`config.mk`:
```
export PLATFORM = sky130hd
export DESIGN_NAME = dms_stim_player_flat
export DESIGN_NICKNAME = d
export VERILOG_FILES = /design/src/rtl/dms_pkg.sv /design/src/rtl/dms_stim_player_if.sv /design/src/rtl/dms_prog_mem.sv /design/src/rtl/dms_stim_player.sv /design/src/flat_wrapper.sv
export SDC_FILE = /design/constraint.sdc
export NUM_CORES = 1
export LEC_CHECK = 0
export CAP_MARGIN = 25
export CORE_MARGIN = 3
export CORE_UTILIZATION = 50
export DETAILED_ROUTE_END_ITERATION = 8
export DONT_BUFFER_PORTS = 1
export MAX_ROUTING_LAYER = met4
export SLEW_MARGIN = 30
export SYNTH_ARGS = -nofsm -noshare
export SYNTH_HDL_FRONTEND = slang
export SYNTH_SLANG_ARGS = --single-unit
```
`constraint.sdc`:
```
create_clock -name clk -period 4 [get_ports clk]
set_clock_uncertainty 0.1 [all_clocks]
set_input_delay 0.6 -clock clk [delete_from_list [all_inputs] [get_ports clk]]
set_output_delay 0.6 -clock clk [all_outputs]
set_load 0.01 [all_outputs]
```
`src/rtl/dms_pkg.sv`:
```
// Shared types and default widths for the dms stimulus player.
package dms_pkg;

  localparam int unsigned DEPTH_DEF = 8;
  localparam int unsigned DLY_W_DEF = 16;
  localparam int unsigned FLAG_W    = 4;

  // Signal values applied by one program entry.
  typedef struct packed {
    logic c_oe;
    logic c;
    logic b;
    logic a;
  } flags_t;

  typedef struct packed {
    logic [DLY_W_DEF-1:0] dly;
    logic                 c_oe;
    logic                 c;
    logic                 b;
    logic                 a;
  } entry_t;

  typedef enum logic [1:0] {IDLE, COUNT, APPLY, FIN} state_t;

endpackage

```
`src/rtl/dms_stim_player_if.sv`:
```
// Host programming/control and stimulus output bundle of the stimulus player.
interface dms_stim_player_if #(
  parameter int unsigned DEPTH = 8,
  parameter int unsigned DLY_W = 16
);
  localparam int unsigned AW = $clog2(DEPTH);

  logic             wr_en;
  logic [AW-1:0]    wr_addr;
  logic [DLY_W+3:0] wr_data;
  logic [AW:0]      len;
  logic             start;
  logic             abort;
  logic             busy;
  logic             done;
  logic             applied;
  logic [AW-1:0]    step_idx;
  logic             a;
  logic             b;
  logic             c_out;
  logic             c_oe;

  modport master (
    output wr_en, wr_addr, wr_data, len, start, abort,
    input  busy, done, applied, step_idx, a, b, c_out, c_oe
  );

  modport slave (
    input  wr_en, wr_addr, wr_data, len, start, abort,
    output busy, done, applied, step_idx, a, b, c_out, c_oe
  );
endinterface

```
`src/rtl/dms_prog_mem.sv`:
```
// Program storage: one synchronous write port, one registered write-first read port.
module dms_prog_mem #(
  parameter int unsigned DEPTH = 8,
  parameter int unsigned W     = 20,
  localparam int unsigned AW   = $clog2(DEPTH)
) (
  input  logic          clk,
  input  logic          we,
  input  logic [AW-1:0] waddr,
  input  logic [W-1:0]  wdata,
  input  logic [AW-1:0] raddr,
  output logic [W-1:0]  rdata
);

  logic [W-1:0] mem_q [DEPTH];
  logic [W-1:0] rd_q;
  logic [W-1:0] rd_d;

  // Same-cycle write forwards so a write issued with start is seen by playback.
  always_comb begin
    rd_d = mem_q[raddr];
    if (we && (waddr == raddr)) rd_d = wdata;
  end

  always_ff @(posedge clk) begin
    if (we) mem_q[waddr] <= wdata;
    rd_q <= rd_d;
  end

  assign rdata = rd_q;

endmodule

```
`src/rtl/dms_stim_player.sv`:
```
// Replays a host-loaded program of timed a/b/c updates, cycle-accurately, on start.
module dms_stim_player
  import dms_pkg::*;
#(
  parameter int unsigned DEPTH = DEPTH_DEF,
  parameter int unsigned DLY_W = DLY_W_DEF
) (
  input  logic             clk,
  input  logic             rst_n,
  dms_stim_player_if.slave bus
);

  localparam int unsigned AW = $clog2(DEPTH);
  localparam int unsigned W  = DLY_W + FLAG_W;

  state_t           state_q, state_d;
  logic [AW-1:0]    idx_q, idx_d;
  logic [AW-1:0]    last_q, last_d;
  logic [AW-1:0]    step_q, step_d;
  logic [DLY_W-1:0] cnt_q, cnt_d;
  flags_t           out_q, out_d;
  logic             busy_q, busy_d;
  logic             done_q, done_d;
  logic             applied_q, applied_d;

  logic             mem_we;
  logic [AW-1:0]    rd_addr;
  logic [W-1:0]     rd_data;
  logic [DLY_W-1:0] ent_dly;
  flags_t           ent_flags;

  assign mem_we = bus.wr_en && (state_q == IDLE);

  dms_prog_mem #(.DEPTH(DEPTH), .W(W)) u_mem (
    .clk   (clk),
    .we    (mem_we),
    .waddr (bus.wr_addr),
    .wdata (bus.wr_data),
    .raddr (rd_addr),
    .rdata (rd_data)
  );

  assign ent_dly   = rd_data[W-1:FLAG_W];
  assign ent_flags = flags_t'(rd_data[FLAG_W-1:0]);

  // The counter runs up to the current entry's dly, which is already valid on the
  // registered read port, so the next entry needs no extra fetch cycle.
  always_comb begin
    state_d   = state_q;
    idx_d     = idx_q;
    last_d    = last_q;
    step_d    = step_q;
    cnt_d     = cnt_q;
    out_d     = out_q;
    applied_d = 1'b0;
    busy_d    = (state_q == COUNT) || (state_q == APPLY);
    done_d    = (state_q == FIN);
    rd_addr   = idx_q;

    unique case (state_q)
      IDLE: begin
        idx_d   = '0;
        rd_addr = '0;
        if (bus.start) begin
          cnt_d = '0;
          if (bus.len == '0) begin
            state_d = FIN;
          end else begin
            state_d = COUNT;
            last_d  = (bus.len > (AW+1)'(DEPTH)) ? AW'(DEPTH - 1)
                                                 : AW'(bus.len - (AW+1)'(1));
          end
        end
      end
      COUNT: begin
        if (bus.abort)              state_d = IDLE;
        else if (cnt_q == ent_dly)  state_d = APPLY;
        else                        cnt_d   = cnt_q + DLY_W'(1);
      end
      APPLY: begin
        if (bus.abort) begin
          state_d = IDLE;
        end else begin
          out_d     = ent_flags;
          applied_d = 1'b1;
          step_d    = idx_q;
          rd_addr   = idx_q + AW'(1);
          if (idx_q == last_q) begin
            state_d = FIN;
          end else begin
            idx_d   = idx_q + AW'(1);
            cnt_d   = '0;
            state_d = COUNT;
          end
        end
      end
      FIN: state_d = IDLE;
    endcase
  end

  always_ff @(posedge clk or negedge rst_n) begin
    if (!rst_n) begin
      state_q   <= IDLE;
      idx_q     <= '0;
      last_q    <= '0;
      step_q    <= '0;
      cnt_q     <= '0;
      out_q     <= '0;
      busy_q    <= 1'b0;
      done_q    <= 1'b0;
      applied_q <= 1'b0;
    end else begin
      state_q   <= state_d;
      idx_q     <= idx_d;
      last_q    <= last_d;
      step_q    <= step_d;
      cnt_q     <= cnt_d;
      out_q     <= out_d;
      busy_q    <= busy_d;
      done_q    <= done_d;
      applied_q <= applied_d;
    end
  end

  assign bus.busy     = busy_q;
  assign bus.done     = done_q;
  assign bus.applied  = applied_q;
  assign bus.step_idx = step_q;
  assign bus.a        = out_q.a;
  assign bus.b        = out_q.b;
  assign bus.c_out    = out_q.c;
  assign bus.c_oe     = out_q.c_oe;

endmodule

```
`src/flat_wrapper.sv`:
```
// flat-port wrapper written by rule: the top's interface ports become plain ports
module dms_stim_player_flat import dms_pkg::*;
#(
  parameter int unsigned DEPTH = DEPTH_DEF,
  parameter int unsigned DLY_W = DLY_W_DEF
)
  (clk, rst_n, bus_wr_en, bus_wr_addr, bus_wr_data, bus_len, bus_start, bus_abort, bus_busy, bus_done, bus_applied, bus_step_idx, bus_a, bus_b, bus_c_out, bus_c_oe);
  dms_stim_player_if #(.DEPTH(DEPTH), .DLY_W(DLY_W)) bus_i ();
  input  logic clk;
  input  logic rst_n;
  input wire logic [$bits(bus_i.wr_en)-1:0] bus_wr_en;
  input wire logic [$bits(bus_i.wr_addr)-1:0] bus_wr_addr;
  input wire logic [$bits(bus_i.wr_data)-1:0] bus_wr_data;
  input wire logic [$bits(bus_i.len)-1:0] bus_len;
  input wire logic [$bits(bus_i.start)-1:0] bus_start;
  input wire logic [$bits(bus_i.abort)-1:0] bus_abort;
  output wire logic [$bits(bus_i.busy)-1:0] bus_busy;
  output wire logic [$bits(bus_i.done)-1:0] bus_done;
  output wire logic [$bits(bus_i.applied)-1:0] bus_applied;
  output wire logic [$bits(bus_i.step_idx)-1:0] bus_step_idx;
  output wire logic [$bits(bus_i.a)-1:0] bus_a;
  output wire logic [$bits(bus_i.b)-1:0] bus_b;
  output wire logic [$bits(bus_i.c_out)-1:0] bus_c_out;
  output wire logic [$bits(bus_i.c_oe)-1:0] bus_c_oe;
  assign bus_i.wr_en = bus_wr_en;
  assign bus_i.wr_addr = bus_wr_addr;
  assign bus_i.wr_data = bus_wr_data;
  assign bus_i.len = bus_len;
  assign bus_i.start = bus_start;
  assign bus_i.abort = bus_abort;
  assign bus_busy = bus_i.busy;
  assign bus_done = bus_i.done;
  assign bus_applied = bus_i.applied;
  assign bus_step_idx = bus_i.step_idx;
  assign bus_a = bus_i.a;
  assign bus_b = bus_i.b;
  assign bus_c_out = bus_i.c_out;
  assign bus_c_oe = bus_i.c_oe;
  dms_stim_player #(.DEPTH(DEPTH), .DLY_W(DLY_W)) u_core (.clk(clk), .rst_n(rst_n), .bus(bus_i));
endmodule
```
==> results.md <==
| Metric | This run | Unit |
|---|---|---|
| Status | completed | - |
| Maximum buffer depth of the clock tree | 2 | - |
| Startpoint of the lowest-slack hold path | bus_wr_data[6] | - |
| Worst slack, placed | 0.816 | ns |
| Via count of the routed design | 4498 | - |
| Post-synth EDFFs | 160 | - |
| Vias per Instance | 5.85 | - |
| Final wirelength | 16400 | microns |
| Antenna violations before repair | 0 | - |
| Num CTS Buffers | 17 | - |
| TNS Setup | 0 | ns |
| Final setup violation count | 0 | - |
| Mapped Area | 0.00833 | sq mm |
| Internal Dissipation | 3620 | uW |
| Reported max-cap violation count | 0 | - |
| Data arrival, critical path | 3.42 | ns |
| Combinational Power Share | 20.1 | % |
| Final Net Count | 580 | - |
| Total count of max-transition violations in the final report | 0 | - |
| Clock share of power | 30.9 | % |
| Global-route congestion overflow total | 0 | - |
| Cell type with the highest aggregate area in the netlist | sky130_fd_sc_hd__edfxtp_1 | - |
| Worst Path Max Fanout | 31 | - |
| Number of hold-slack violations in the final timing report | 0 | - |
| Least setup slack across all paths after layout | 0.819 | ns |
| First-iteration detailed-routing DRC count | 361 | - |
| DPL Wire Length | 10000 | microns |
| Final Power | 5120 | uW |
| Total area of multi-input combinational cells | 0.00247 | sq mm |
| CP Launch Type | flip-flop | - |
| P per Cell Area | 558 | mW/mm^2 |
| Category of the critical setup timing path | flip-flop to flip-flop | - |
| Number of cells upsized or downsized after cts | 0 | - |
| Clock network latency to the later pin of the worst-skew pair | 0.43 | ns |
| Min Clock Period, post-route | 3.18 | ns |
| Height of the chip | 135 | microns |
| Number of remaining DRC errors | 0 | - |
| VDD IR max | 0.000329 | V |
| Maximum number of pins on one net before global-route repair | 35 | - |
| Syn avg cell area | 15.7 | sq um |
| Unrepaired setup endpoints after global routing | false | - |
| Worst slew pin tran | 0.839 | ns |
| Final estimated routing congestion in global placement | 0.870 | - |
| Row count | 46 | - |
| Synth area leaders | sky130_fd_sc_hd__edfxtp_1 (58%), sky130_fd_sc_hd__dfrtp_1 (10%), sky130_fd_sc_hd__mux4_2 (6.5%) | - |
| TritonCTS clock tree | yes | - |
| Count of boundary I/O pins | 42 | - |
| Die X-Extent | 135 | microns |
| Post-Synthesis Net Count | 569 | - |
| First-pass GRT wire length | 25900 | microns |
| H-tree depth | 4 | - |
| Share of cells above drive strength 1 | 15.0 | % |
| Portion of the post-synthesis area used by sequential elements | 68.6 | % |
| Dominant register cell in the synthesized netlist | sky130_fd_sc_hd__edfxtp_1 | - |
| Leakage | 0.00306 | uW |
| Number of synthesized register bits | 197 | - |
| Placeable core region | 0.0161 | sq mm |
| Post-route ant nets | 0 | - |
| Maximum clock frequency | 0.314 | GHz |
| Seq. cell area | 0.00572 | sq mm |
| Clock-pin slew reported for the worst setup and hold paths after clock tree synthesis | 0.07 | ns |
| Post-cts hold buffer count | 2 | - |
| Antenna cells | 0 | - |
| Clk root buf | sky130_fd_sc_hd__clkbuf_16 | - |
| Critical Path End Type | flip-flop | - |
| Clock sink count | 197 | - |
| Global router's overall resource usage | 19.8 | % |
| Library cells used by synthesis | 52 | - |
| Cell count after synthesis | 529 | - |
| Psw | 1500 | uW |
| Final worst path period share | 79.5 | % |
| Share of Yosys cell area claimed by the top area cell type | 57.7 | % |
| Post-CTS setup buffers | 0 | - |
| Number of warning messages in the yosys log | 0 | - |
| Effective utilization at floorplan | 51.7 | % |
| Max-Slew Margin vs Limit | 44.0 | % |
| Number of global-route vias before repair | 4518 | - |
| Switching Share | 29.2 | % |
| Area added between synthesis and finish | 10.1 | % |
| Most common cell after layout, fill and taps aside | sky130_fd_sc_hd__edfxtp_1 | - |
| Data required time at the worst endpoint | 4.23 | ns |
| 1st-pass router iterations | 4 | - |
| Average wire per cell in the routed design | 21.3 | microns |
| Die Footprint | 0.0182 | sq mm |
| Class of the tightest hold or removal check | primary input to flip-flop | - |
| Relative contribution of sequential cells to total power | 49.0 | % |
| Proportion of register bits with asynchronous set or reset after synthesis | 17.3 | % |
| Count of buffers from port buffering | 0 | - |
| Most frequent cells in the layout | sky130_fd_sc_hd__edfxtp_1 (160), sky130_fd_sc_hd__mux2i_1 (44), sky130_fd_sc_hd__nand2_1 (35) | - |
| FILL cells | 1278 | - |
## critical path: stages, from the launching register on
cell and delay (ns):
sky130_fd_sc_hd__dfxtp_2 0.33, sky130_fd_sc_hd__buf_4 0.44, sky130_fd_sc_hd__mux2i_1 0.41, sky130_fd_sc_hd__a22oi_1 0.17
sky130_fd_sc_hd__and3_1 0.19, sky130_fd_sc_hd__o22a_1 0.20, sky130_fd_sc_hd__and4_1 0.28, sky130_fd_sc_hd__a21oi_2 0.50
sky130_fd_sc_hd__a31oi_1 0.17, sky130_fd_sc_hd__a311oi_2 0.27
## area by class of cell
cell class	count	share of cell area [%]
Tap cell	216	2.95
Clock inverter	14	1.24
Multi-Input combinational cell	301	27.0
Timing Repair Buffer	14	1.45
Clock buffer	18	4.68
Inverter	9	0.368
Sequential cell	197	62.3
## worst paths after layout
kind	to	slack, ns	cells past startpoint
min in group asynchronous	u_core.last_q[2]$_DFFE_PN0P_	0.52	2
worst max-delay path	u_core.cnt_q[4]$_DFFE_PN0P_	0.82	9
worst min register to register	u_core.bus.step_idx[2]$_DFFE_PN0P_	0.46	2
worst max register to register	u_core.cnt_q[4]$_DFFE_PN0P_	0.82	9
max in group asynchronous	u_core.cnt_q[1]$_DFFE_PN0P_	3.10	2
worst min-delay path	u_core.u_mem.mem_q[2][6]$_DFFE_PP_	0.16	0
## synth_stat cells, types with 8 or more instances
| master | instances |
|---|---|
| sky130_fd_sc_hd__edfxtp_1 | 160 |
| sky130_fd_sc_hd__mux2i_1 | 44 |
| sky130_fd_sc_hd__nand2_1 | 35 |
| sky130_fd_sc_hd__dfrtp_1 | 34 |
| sky130_fd_sc_hd__a21oi_1 | 29 |
| sky130_fd_sc_hd__nor2_1 | 27 |
| sky130_fd_sc_hd__mux4_2 | 24 |
| sky130_fd_sc_hd__a22oi_1 | 12 |
| sky130_fd_sc_hd__and3_1 | 12 |
| sky130_fd_sc_hd__o21ai_0 | 12 |
| sky130_fd_sc_hd__clkbuf_1 | 8 |
| sky130_fd_sc_hd__ha_1 | 8 |
| sky130_fd_sc_hd__inv_1 | 8 |
| sky130_fd_sc_hd__nand3_1 | 8 |
| sky130_fd_sc_hd__nor3_1 | 8 |
## power by group through the flow
stage | registers [uW] | logic [uW] | clock network (uW)
2_1_floorplan | 2490 | 844 | 0
3_3_place_gp | 2560 | 1010 | 0
3_5_place_dp | 2560 | 1020 | 0
4_1_cts | 2520 | 1040 | 1620
5_1_grt | 2530 | 1140 | 1720
6_report | 2510 | 1030 | 1580
## cells by family after synthesis
family                     after synthesis  share of synthesized area, %
buffers and inverters                   31                          2.13
and+or+nand+nor                        112                          6.49
xor gates and xnor gates                13                          1.37
AOI/OAI and AO/OA                       95                          7.75
DFF                                    197                          68.6
muxes                                   73                          12.5
adders and majority gates                8                          1.20
## routing by layer
layer / global-route usage, % / part of all wire (%) / vias up
li1: - / - / 2083
met1: 26.2 / 44 / 2312
met2: 31.0 / 49 / 86
met3: 4.77 / 5.1 / 17
met4: 5.66 / 1.4 / 0
met5: - / 0 / -
## registers in the layout (all words and copies together), names as in the netlist, 2 cells and up, named ones only
signal	cells
u_core.u_mem.mem_q	160
u_core.cnt_q	16
u_core.bus.step_idx	3
u_core.idx_q	3
u_core.last_q	3
u_core.state_q	2
## metrics by stage
stage	cells	hold slack [ns]	instance area [sq um]	utilization [%]
finish	769	0.160	9170	56.9
global route	769	0.130	9170	56.9
CTS	769	0.140	9170	56.9
detailed placement	735	0.205	8600	53.4
global placement	735	0.205	8600	53.4
floorplan	529	0.204	8330	-
Note: power is estimated with default switching activity, not from simulation.
